===== src/rtl/axil_master_bridge.sv =====
// axil_master_bridge
// Turns the CPU native memory port (valid/ready, wstrb-encoded direction) into a
// single outstanding AXI4-Lite master transaction. A saturating bus timer forces
// completion with an error if a slave never answers, so the CPU cannot hang.

module axil_master_bridge #(
    parameter int ADDR_WIDTH = 32,
    parameter int DATA_WIDTH = 32,
    parameter int STRB_WIDTH = DATA_WIDTH / 8,
    parameter int TIMEOUT    = 1024,
    parameter logic [DATA_WIDTH-1:0] TIMEOUT_DATA = 32'hDEADBEEF
) (
    input  logic                  aclk,
    input  logic                  aresetn,
    // CPU native memory port
    input  logic                  mem_valid,
    input  logic                  mem_instr,
    output logic                  mem_ready,
    input  logic [ADDR_WIDTH-1:0] mem_addr,
    input  logic [DATA_WIDTH-1:0] mem_wdata,
    input  logic [STRB_WIDTH-1:0] mem_wstrb,
    output logic [DATA_WIDTH-1:0] mem_rdata,
    output logic                  mem_err,
    // AXI4-Lite write address channel
    output logic [ADDR_WIDTH-1:0] m_axil_awaddr,
    output logic [2:0]            m_axil_awprot,
    output logic                  m_axil_awvalid,
    input  logic                  m_axil_awready,
    // AXI4-Lite write data channel
    output logic [DATA_WIDTH-1:0] m_axil_wdata,
    output logic [STRB_WIDTH-1:0] m_axil_wstrb,
    output logic                  m_axil_wvalid,
    input  logic                  m_axil_wready,
    // AXI4-Lite write response channel
    input  logic [1:0]            m_axil_bresp,
    input  logic                  m_axil_bvalid,
    output logic                  m_axil_bready,
    // AXI4-Lite read address channel
    output logic [ADDR_WIDTH-1:0] m_axil_araddr,
    output logic [2:0]            m_axil_arprot,
    output logic                  m_axil_arvalid,
    input  logic                  m_axil_arready,
    // AXI4-Lite read data channel
    input  logic [DATA_WIDTH-1:0] m_axil_rdata,
    input  logic [1:0]            m_axil_rresp,
    input  logic                  m_axil_rvalid,
    output logic                  m_axil_rready
);

    typedef enum logic [2:0] {
        IDLE    = 3'd0,
        WR      = 3'd1,
        WRESP   = 3'd2,
        RD_ADDR = 3'd3,
        RD_DATA = 3'd4
    } state_t;

    // Counter is one bit wider than strictly needed so it also has room when the
    // timeout is disabled (TIMEOUT = 0); it saturates instead of wrapping.
    localparam int CW = $clog2(TIMEOUT + 2);
    localparam bit TO_EN = (TIMEOUT > 0);
    localparam logic [CW-1:0] TO_LIMIT = (TIMEOUT > 0) ? CW'(TIMEOUT - 1) : {CW{1'b0}};
    localparam logic [CW-1:0] CNT_MAX  = {CW{1'b1}};

    state_t                state_r, state_nxt;
    logic                  awvalid_r, awvalid_nxt;
    logic                  wvalid_r, wvalid_nxt;
    logic                  bready_r, bready_nxt;
    logic                  arvalid_r, arvalid_nxt;
    logic                  rready_r, rready_nxt;
    logic                  ready_r, ready_nxt;
    logic                  err_r, err_nxt;
    logic [DATA_WIDTH-1:0] rdata_r, rdata_nxt;
    logic [CW-1:0]         cnt_r, cnt_nxt;
    logic                  latch_s;
    logic                  timeout_s;

    // Request copy taken at acceptance; drives the AXI payload so it stays stable
    // while the CPU side is free to change.
    logic [ADDR_WIDTH-1:0] addr_r;
    logic [DATA_WIDTH-1:0] wdata_r;
    logic [STRB_WIDTH-1:0] wstrb_r;
    logic                  instr_r;

    // Only the error bit of each response matters; OKAY and EXOKAY are both success.
    logic                  resp_unused_s;
    assign resp_unused_s = m_axil_bresp[0] ^ m_axil_rresp[0];

    // Next-state and next-output logic for the transaction FSM and bus timer.
    always_comb begin
        state_nxt   = state_r;
        awvalid_nxt = awvalid_r;
        wvalid_nxt  = wvalid_r;
        bready_nxt  = bready_r;
        arvalid_nxt = arvalid_r;
        rready_nxt  = rready_r;
        ready_nxt   = 1'b0;
        err_nxt     = 1'b0;
        rdata_nxt   = rdata_r;
        cnt_nxt     = cnt_r;
        latch_s     = 1'b0;
        timeout_s   = 1'b0;

        if (state_r != IDLE) begin
            cnt_nxt   = (cnt_r == CNT_MAX) ? cnt_r : cnt_r + CW'(1);
            timeout_s = TO_EN && (cnt_r == TO_LIMIT);
        end else begin
            timeout_s = 1'b0;
        end

        case (state_r)
            IDLE: begin
                // The cycle mem_ready is high the CPU still shows the old request.
                if (mem_valid && !ready_r) begin
                    latch_s = 1'b1;
                    cnt_nxt = {CW{1'b0}};
                    if (mem_wstrb != {STRB_WIDTH{1'b0}}) begin
                        state_nxt   = WR;
                        awvalid_nxt = 1'b1;
                        wvalid_nxt  = 1'b1;
                    end else begin
                        state_nxt   = RD_ADDR;
                        arvalid_nxt = 1'b1;
                    end
                end else begin
                    state_nxt = IDLE;
                end
            end
            WR: begin
                // AW and W complete independently, in any order.
                awvalid_nxt = awvalid_r && !m_axil_awready;
                wvalid_nxt  = wvalid_r && !m_axil_wready;
                if (!awvalid_nxt && !wvalid_nxt) begin
                    state_nxt  = WRESP;
                    bready_nxt = 1'b1;
                end else begin
                    state_nxt = WR;
                end
            end
            WRESP: begin
                if (m_axil_bvalid && bready_r) begin
                    bready_nxt = 1'b0;
                    ready_nxt  = 1'b1;
                    err_nxt    = m_axil_bresp[1];
                    state_nxt  = IDLE;
                end else begin
                    state_nxt = WRESP;
                end
            end
            RD_ADDR: begin
                // rready only after AR: some slaves hold rvalid high permanently.
                if (m_axil_arready) begin
                    arvalid_nxt = 1'b0;
                    rready_nxt  = 1'b1;
                    state_nxt   = RD_DATA;
                end else begin
                    state_nxt = RD_ADDR;
                end
            end
            RD_DATA: begin
                if (m_axil_rvalid && rready_r) begin
                    rready_nxt = 1'b0;
                    rdata_nxt  = m_axil_rdata;
                    err_nxt    = m_axil_rresp[1];
                    ready_nxt  = 1'b1;
                    state_nxt  = IDLE;
                end else begin
                    state_nxt = RD_DATA;
                end
            end
            default: begin
                state_nxt   = IDLE;
                awvalid_nxt = 1'b0;
                wvalid_nxt  = 1'b0;
                bready_nxt  = 1'b0;
                arvalid_nxt = 1'b0;
                rready_nxt  = 1'b0;
            end
        endcase

        // Dead-slave recovery: abandon the bus transfer and complete with an error.
        if (timeout_s) begin
            awvalid_nxt = 1'b0;
            wvalid_nxt  = 1'b0;
            bready_nxt  = 1'b0;
            arvalid_nxt = 1'b0;
            rready_nxt  = 1'b0;
            ready_nxt   = 1'b1;
            err_nxt     = 1'b1;
            state_nxt   = IDLE;
            if ((state_r == RD_ADDR) || (state_r == RD_DATA)) begin
                rdata_nxt = TIMEOUT_DATA;
            end else begin
                rdata_nxt = rdata_r;
            end
        end else begin
            cnt_nxt = cnt_nxt;
        end
    end

    // State, registered outputs, timer and latched request.
    always_ff @(posedge aclk) begin
        if (!aresetn) begin
            state_r   <= IDLE;
            awvalid_r <= 1'b0;
            wvalid_r  <= 1'b0;
            bready_r  <= 1'b0;
            arvalid_r <= 1'b0;
            rready_r  <= 1'b0;
            ready_r   <= 1'b0;
            err_r     <= 1'b0;
            rdata_r   <= {DATA_WIDTH{1'b0}};
            cnt_r     <= {CW{1'b0}};
            addr_r    <= {ADDR_WIDTH{1'b0}};
            wdata_r   <= {DATA_WIDTH{1'b0}};
            wstrb_r   <= {STRB_WIDTH{1'b0}};
            instr_r   <= 1'b0;
        end else begin
            state_r   <= state_nxt;
            awvalid_r <= awvalid_nxt;
            wvalid_r  <= wvalid_nxt;
            bready_r  <= bready_nxt;
            arvalid_r <= arvalid_nxt;
            rready_r  <= rready_nxt;
            ready_r   <= ready_nxt;
            err_r     <= err_nxt;
            rdata_r   <= rdata_nxt;
            cnt_r     <= cnt_nxt;
            if (latch_s) begin
                addr_r  <= mem_addr;
                wdata_r <= mem_wdata;
                wstrb_r <= mem_wstrb;
                instr_r <= mem_instr;
            end
        end
    end

    assign mem_ready      = ready_r;
    assign mem_err        = err_r;
    assign mem_rdata      = rdata_r;

    assign m_axil_awaddr  = addr_r;
    assign m_axil_awprot  = 3'b000;
    assign m_axil_awvalid = awvalid_r;
    assign m_axil_wdata   = wdata_r;
    assign m_axil_wstrb   = wstrb_r;
    assign m_axil_wvalid  = wvalid_r;
    assign m_axil_bready  = bready_r;
    assign m_axil_araddr  = addr_r;
    assign m_axil_arprot  = {instr_r, 2'b00};
    assign m_axil_arvalid = arvalid_r;
    assign m_axil_rready  = rready_r;

endmodule


===== config.mk =====
export PLATFORM = sky130hd
export DESIGN_NAME = axil_master_bridge
export DESIGN_NICKNAME = d
export VERILOG_FILES = /design/src/rtl/axil_master_bridge.sv
export SDC_FILE = /design/constraint.sdc
export NUM_CORES = 1
export LEC_CHECK = 0
export BUFFER_PORTS_ARGS = -buffer_cell sky130_fd_sc_hd__buf_2
export CELL_PAD_IN_SITES_DETAIL_PLACEMENT = 0
export CELL_PAD_IN_SITES_GLOBAL_PLACEMENT = 1
export CORE_AREA = 2 2 124 126
export CTS_CLUSTER_SIZE = 30
export DETAILED_ROUTE_END_ITERATION = 8
export DIE_AREA = 0 0 126 128
export PLACE_DENSITY = 0.8
export SKIP_LAST_GASP = 1
export SYNTH_ARGS = -nofsm -noshare
export SYNTH_HDL_FRONTEND = slang
export SYNTH_SLANG_ARGS = --single-unit

===== constraint.sdc =====
create_clock -name aclk -period 3.01 [get_ports aclk]
set_input_delay 0.301 -clock aclk [delete_from_list [all_inputs] [get_ports aclk]]
set_output_delay 0.301 -clock aclk [all_outputs]
set_load 0.01 [all_outputs]

# ---- Word level (Yosys, flattened, before mapping)
# Index checks and enable logic that the tools add are counted.
dict set report classes {
  n_eq_ne 14
  n_bitwise 5
  n_reduce_logical 27
  n_mux 40
  addsub 1
}
# op n
set op_table {}
lappend op_table {{2-to-1 mux 32 bit} 4}
lappend op_table {{2-to-1 mux 11 bit} 4}
lappend op_table {{2-to-1 mux 1 bit} 18}
lappend op_table {{case mux 1 bit (3 select lines)} 5}
lappend op_table {{case mux 3 bit (5 select lines)} 1}
lappend op_table {{!= test 2 bit (second input constant)} 7}
lappend op_table {{AND reduction 3 bit} 4}
lappend op_table {{OR reduction 3 bit} 4}
lappend op_table {{adder 11 x 1 -> 11 bit (second input constant)} 1}
lappend op_table {{equality test 11 x 10 -> 1 bit (second input constant)} 1}
lappend op_table {{equality test 11 bit (second input constant)} 1}
lappend op_table {{2-to-1 mux 3 bit} 3}
lappend op_table {{equality test 3 x 2 -> 1 bit (second input constant)} 2}
lappend op_table {{logical AND 1 bit} 6}
lappend op_table {{2-to-1 mux 2 bit} 3}
lappend op_table {{logical NOT 1 bit} 5}
lappend op_table {{inverter 1 bit} 5}
lappend op_table {{case mux 1 bit (2 select lines)} 2}
lappend op_table {{AND reduction 4 bit} 1}
lappend op_table {{nonzero test 2 bit} 2}
lappend op_table {{nonzero test 4 bit} 1}
lappend op_table {{equality test 3 x 1 -> 1 bit (second input constant)} 1}
lappend op_table {{equality test 3 bit (second input constant)} 1}
lappend op_table {{logical NOT 3 bit} 1}
lappend op_table {{other kinds (4)} 4}
dict set report totals {
  regBits 122
  out_inout_bits 145
  wordCells 101
  input_bits 113
}

# ---- Depth between registers and ports, before layout
dict set report logic_depth {
  depth_word 6
  mapped_depth 8
  depth_no_buf 5
}

# ---- Worst setup path before layout
# No wires, ideal clock.
dict set report synth_path {
  kind {register to register}
  start {reg state_r[0]}
  end {reg rdata_r[10] (netlist: mem_rdata[10])}
  setup_slack_ns 1.282
  path_stages_with_launch 7
  path_buffers 2
  period_less_slack_ns 1.728
  required_time_ns 2.891
  setup_time_ns 0.119
  arrival_ns 1.609
  cell_sequence {dfxtp_1 > buf_6 > or3_4 > and4_4 > a211o_4 > buf_6 > o221a_1}
}
dict set report synth_via {
  elab_chain_len 4
  elab_cells_between_ends 10
  cone_classes {eq/ne: 3; mux: 2; reduce/logical: 5}
}
# item line
set synth_lines {}
lappend synth_lines {{start, declared} 65} ;# state_t state_r, state_nxt;
lappend synth_lines {{start signal, assigned} 219} ;# state_r <= state_nxt;
lappend synth_lines {{nonzero test 3 bit (tied with other cells)} 104} ;# if (state_r != IDLE) begin
lappend synth_lines {{2-to-1 mux 1 bit / logical OR 1 bit (equally long branches)} {104, 191}}
lappend synth_lines {{!= test 2 x 1 -> 1 bit (no line) / nonzero test 2 bit (equally long branches)} -}
lappend synth_lines {{AND reduction 3 bit (no line)} -}
lappend synth_lines {{end signal, assigned} 212} ;# rdata_r <= {DATA_WIDTH{1'b0}};
lappend synth_lines {{end signal, assigned} 227} ;# rdata_r <= rdata_nxt;
lappend synth_lines {{end, declared} 73} ;# logic [DATA_WIDTH-1:0] rdata_r, rdata_nxt;
# Parallel ways exist; a longest one is shown, timed or not.
# A chain may end at the register's enable or synchronous reset.

# ---- Final worst setup path
dict set report layout_path {
  start {reg state_r[1]}
  end {reg rdata_r[0] (netlist: mem_rdata[0])}
}
# The elaborated chain is that of the path after synthesis.

==> qor.csv <==
metric,value,unit
status,"finished, final reports clean",
antenna_found_initial,0,
firstDrtPassIters,4,
postLayoutSetupSlackWorst,0.905,ns
skew,0.00660,ns
synthToLayoutAreaGrowth,35.4,%
gp_congestion,0.812,
nets,885,
syn_inst,571,
netlist_area,0.00490,sq mm
rsz0062_at_grt,no,
yosysWarnings,0,
m1WireLength,5.71,mm
die-area,0.0161,sq mm
finalCriticalPeriod,2.10,ns
wl,13.4,mm
clock_latency,0.42,ns
grt_max_degree,71,
grtUsageTotal,0.161,
powerDensity,704,mW/mm^2
wl_met2,6.67,mm
clk_pin_slew,0.06,ns
fp-row-count,45,
slew_viol_final,0,
crit_required,3.32,ns
endpoint_kind,register,
met3_length,665,microns
startpoint_type,register,
drc,0,
cts_hold_buffers,0,
grt_pass1_vias,4055,
synth-seq-cells,122,
fin_crit_sh,0.699,
cts_buffers,17,
setup_viol,0,
max-clock-path-buffers,2,
drive_above_1_share,0.383,
hold_violations,0,
clock.fmax,0.475,GHz
gr-total-overflow,0,
grt_pass1_wl,21.0,mm
dpl_worst_slack,0.923,ns
io-pin-count,258,
tightest_slew,0.747,ns
cts_tree,built,
holdPathStages,3,
crit_path_max_fanout,32,
wire_per_inst,13.8,microns
coreArea,0.0149,sq mm
async_flop_share,0,
cts_sinks,122,
hold_class,input pin to register,
drt_iter0_drc,227,
io_buffers,250,
max_cap_viol_count,0,
avgSynthCellArea,8.58,sq um
postRouteAntennaNets,0,
synth_edf_count,0,
fillers,1571,
timing.slew.headroom,0.502,
p_leak,3.10,nW
ir_drop,361,uV
viasPerCell,4.63,
dp_hpwl,9.04,mm
dieHeight,128,microns
r2r_cells,4,
critPathKind,register to register,
vias,4500,
die_w,126,microns
synth_cell_types,49,
diodes,0,
synth.yosys.seq_area_share,0.499,
fin_setup_tns,0,ns
initial_core_util,0.329,
routed.top_layer,met4,
yosys_most_used_dff,dfxtp_1,
postCtsSetupBuffers,0,
h-tree-depth,4,
postCtsResizedCells,0,
cp.arrival,2.41,ns
clockRootBuffer,clkbuf_16,
[final timing paths]
check	start	to	slack, ns
setup / recovery	state_r[1]	mem_rdata[0]	0.91
hold / removal	mem_addr[5]	m_axil_araddr[5]	0.11
setup reg to reg	state_r[1]	mem_rdata[0]	0.91
hold reg to reg	m_axil_wdata[5]	m_axil_wdata[5]	0.45
[registers in the layout, indices dropped and copies added, names as in the netlist]
name            cells
m_axil_bready       1
instr_r             1
m_axil_wdata       32
cnt_r              11
m_axil_awvalid      1
state_r             3
m_axil_wstrb        4
mem_err             1
m_axil_arvalid      1
m_axil_wvalid       1
m_axil_rready       1
m_axil_araddr      32
mem_rdata          32
mem_ready           1
[cells in the mapped netlist, types with 2 or more instances]
cell type,count,share of area
nand3b_1,2,0.0031
and3_1,2,0.0026
nand2_1,169,0.13
o31ai_1,4,0.0061
nand2b_1,4,0.0051
nand3_1,5,0.0051
nand4_1,3,0.0038
nor2_1,8,0.0061
mux2_2,2,0.0046
inv_1,4,0.0031
buf_4,39,0.060
a211oi_1,2,0.0031
o21ai_0,8,0.0082
o221a_2,2,0.0046
o21a_1,3,0.0046
or3_1,4,0.0051
a21oi_1,84,0.086
and2_1,3,0.0038
a21o_1,3,0.0046
o22ai_1,8,0.010
dfxtp_1,122,0.50
buf_2,7,0.0072
and3b_1,2,0.0036
o221a_1,22,0.051
nor3_1,2,0.0020
buf_6,4,0.0092
clkbuf_1,28,0.021
or4_1,4,0.0061
[worst max-delay path: stages (launching register included)]
cell and delay [ns]:
dfxtp_1 0.59, nor4bb_1 0.34, nand4_1 0.21, a211o_4 0.53
o221a_2 0.32
[cells in the final DEF (no fill, tap or decap), drive strengths merged, types with 3 or more instances in the layout]
master    synthesis  routed
or4               4       4
conb              1       5
nand4             3       3
nor2              8       8
o22ai             8       8
dfxtp           122     122
nand2           169     169
nand3             5       5
a21o              3       3
a21oi            84      84
clkinv            1       4
inv               4       7
o21ai             8       8
buf              50     255
clkbuf           28      19
o31ai             4       4
bufinv            0       4
clkinvlp          0       3
or3               5       5
and2              3       3
o221a            24      24
nand2b            4       4
o21a              3       3
[metal layers]
layer / vias up / global-route usage
li1: 2312 / -
met1: 2043 / 0.203
met2: 118 / 0.255
met3: 27 / 0.0501
met4: 0 / 0.0730
met5: - / 0
[layout make-up]
class | count | area (sq um) | share of cell area
Tap cell | 188 | 235 | 0.0355
Sequential cell | 122 | 2440 | 0.368
Inverter | 5 | 18.8 | 0.00283
Multi-Input combinational cell | 370 | 1980 | 0.298
Timing Repair Buffer | 255 | 1310 | 0.198
Clock buffer | 19 | 453 | 0.0683
Clock inverter | 13 | 191 | 0.0289
[where the power goes]
| group | switching (mW) | leakage [nW] | internal, mW | total, mW |
|---|---|---|---|---|
| Clock | 0.770 | 0.306 | 1.44 | 2.21 |
| Sequential | 0.0760 | 0.994 | 1.72 | 1.80 |
| Combinational | 0.389 | 1.80 | 0.271 | 0.660 |
| Total | 1.24 | 3.10 | 3.43 | 4.67 |
[stage by stage]
| stage | total power, mW | hold slack [ns] | instance area, sq um | cells | util |
|---|---|---|---|---|---|
| final | 4.67 | 0.115 | 6630 | 972 | 0.446 |
| after global routing | 4.89 | 0.103 | 6630 | 972 | 0.446 |
| after detailed placement | 2.51 | 0.443 | 5990 | 940 | 0.403 |
| after global placement | 2.50 | 0.441 | 5990 | 940 | 0.403 |
| after CTS | 4.73 | 0.0977 | 6630 | 972 | 0.446 |
| after floorplan | 2.27 | 0.437 | 4910 | 575 | - |
[kinds of logic after synthesis]
kind of cell,Yosys count,share of synthesized area
compound gates,144,0.196
fa+ha+maj,1,0.00255
simple gates,215,0.190
xor+xnor,2,0.00358
buf+inv,83,0.101
other cells,1,0.000766
flops,122,0.499
mux,3,0.00664
Note: power is estimated with default switching activity, not from simulation.
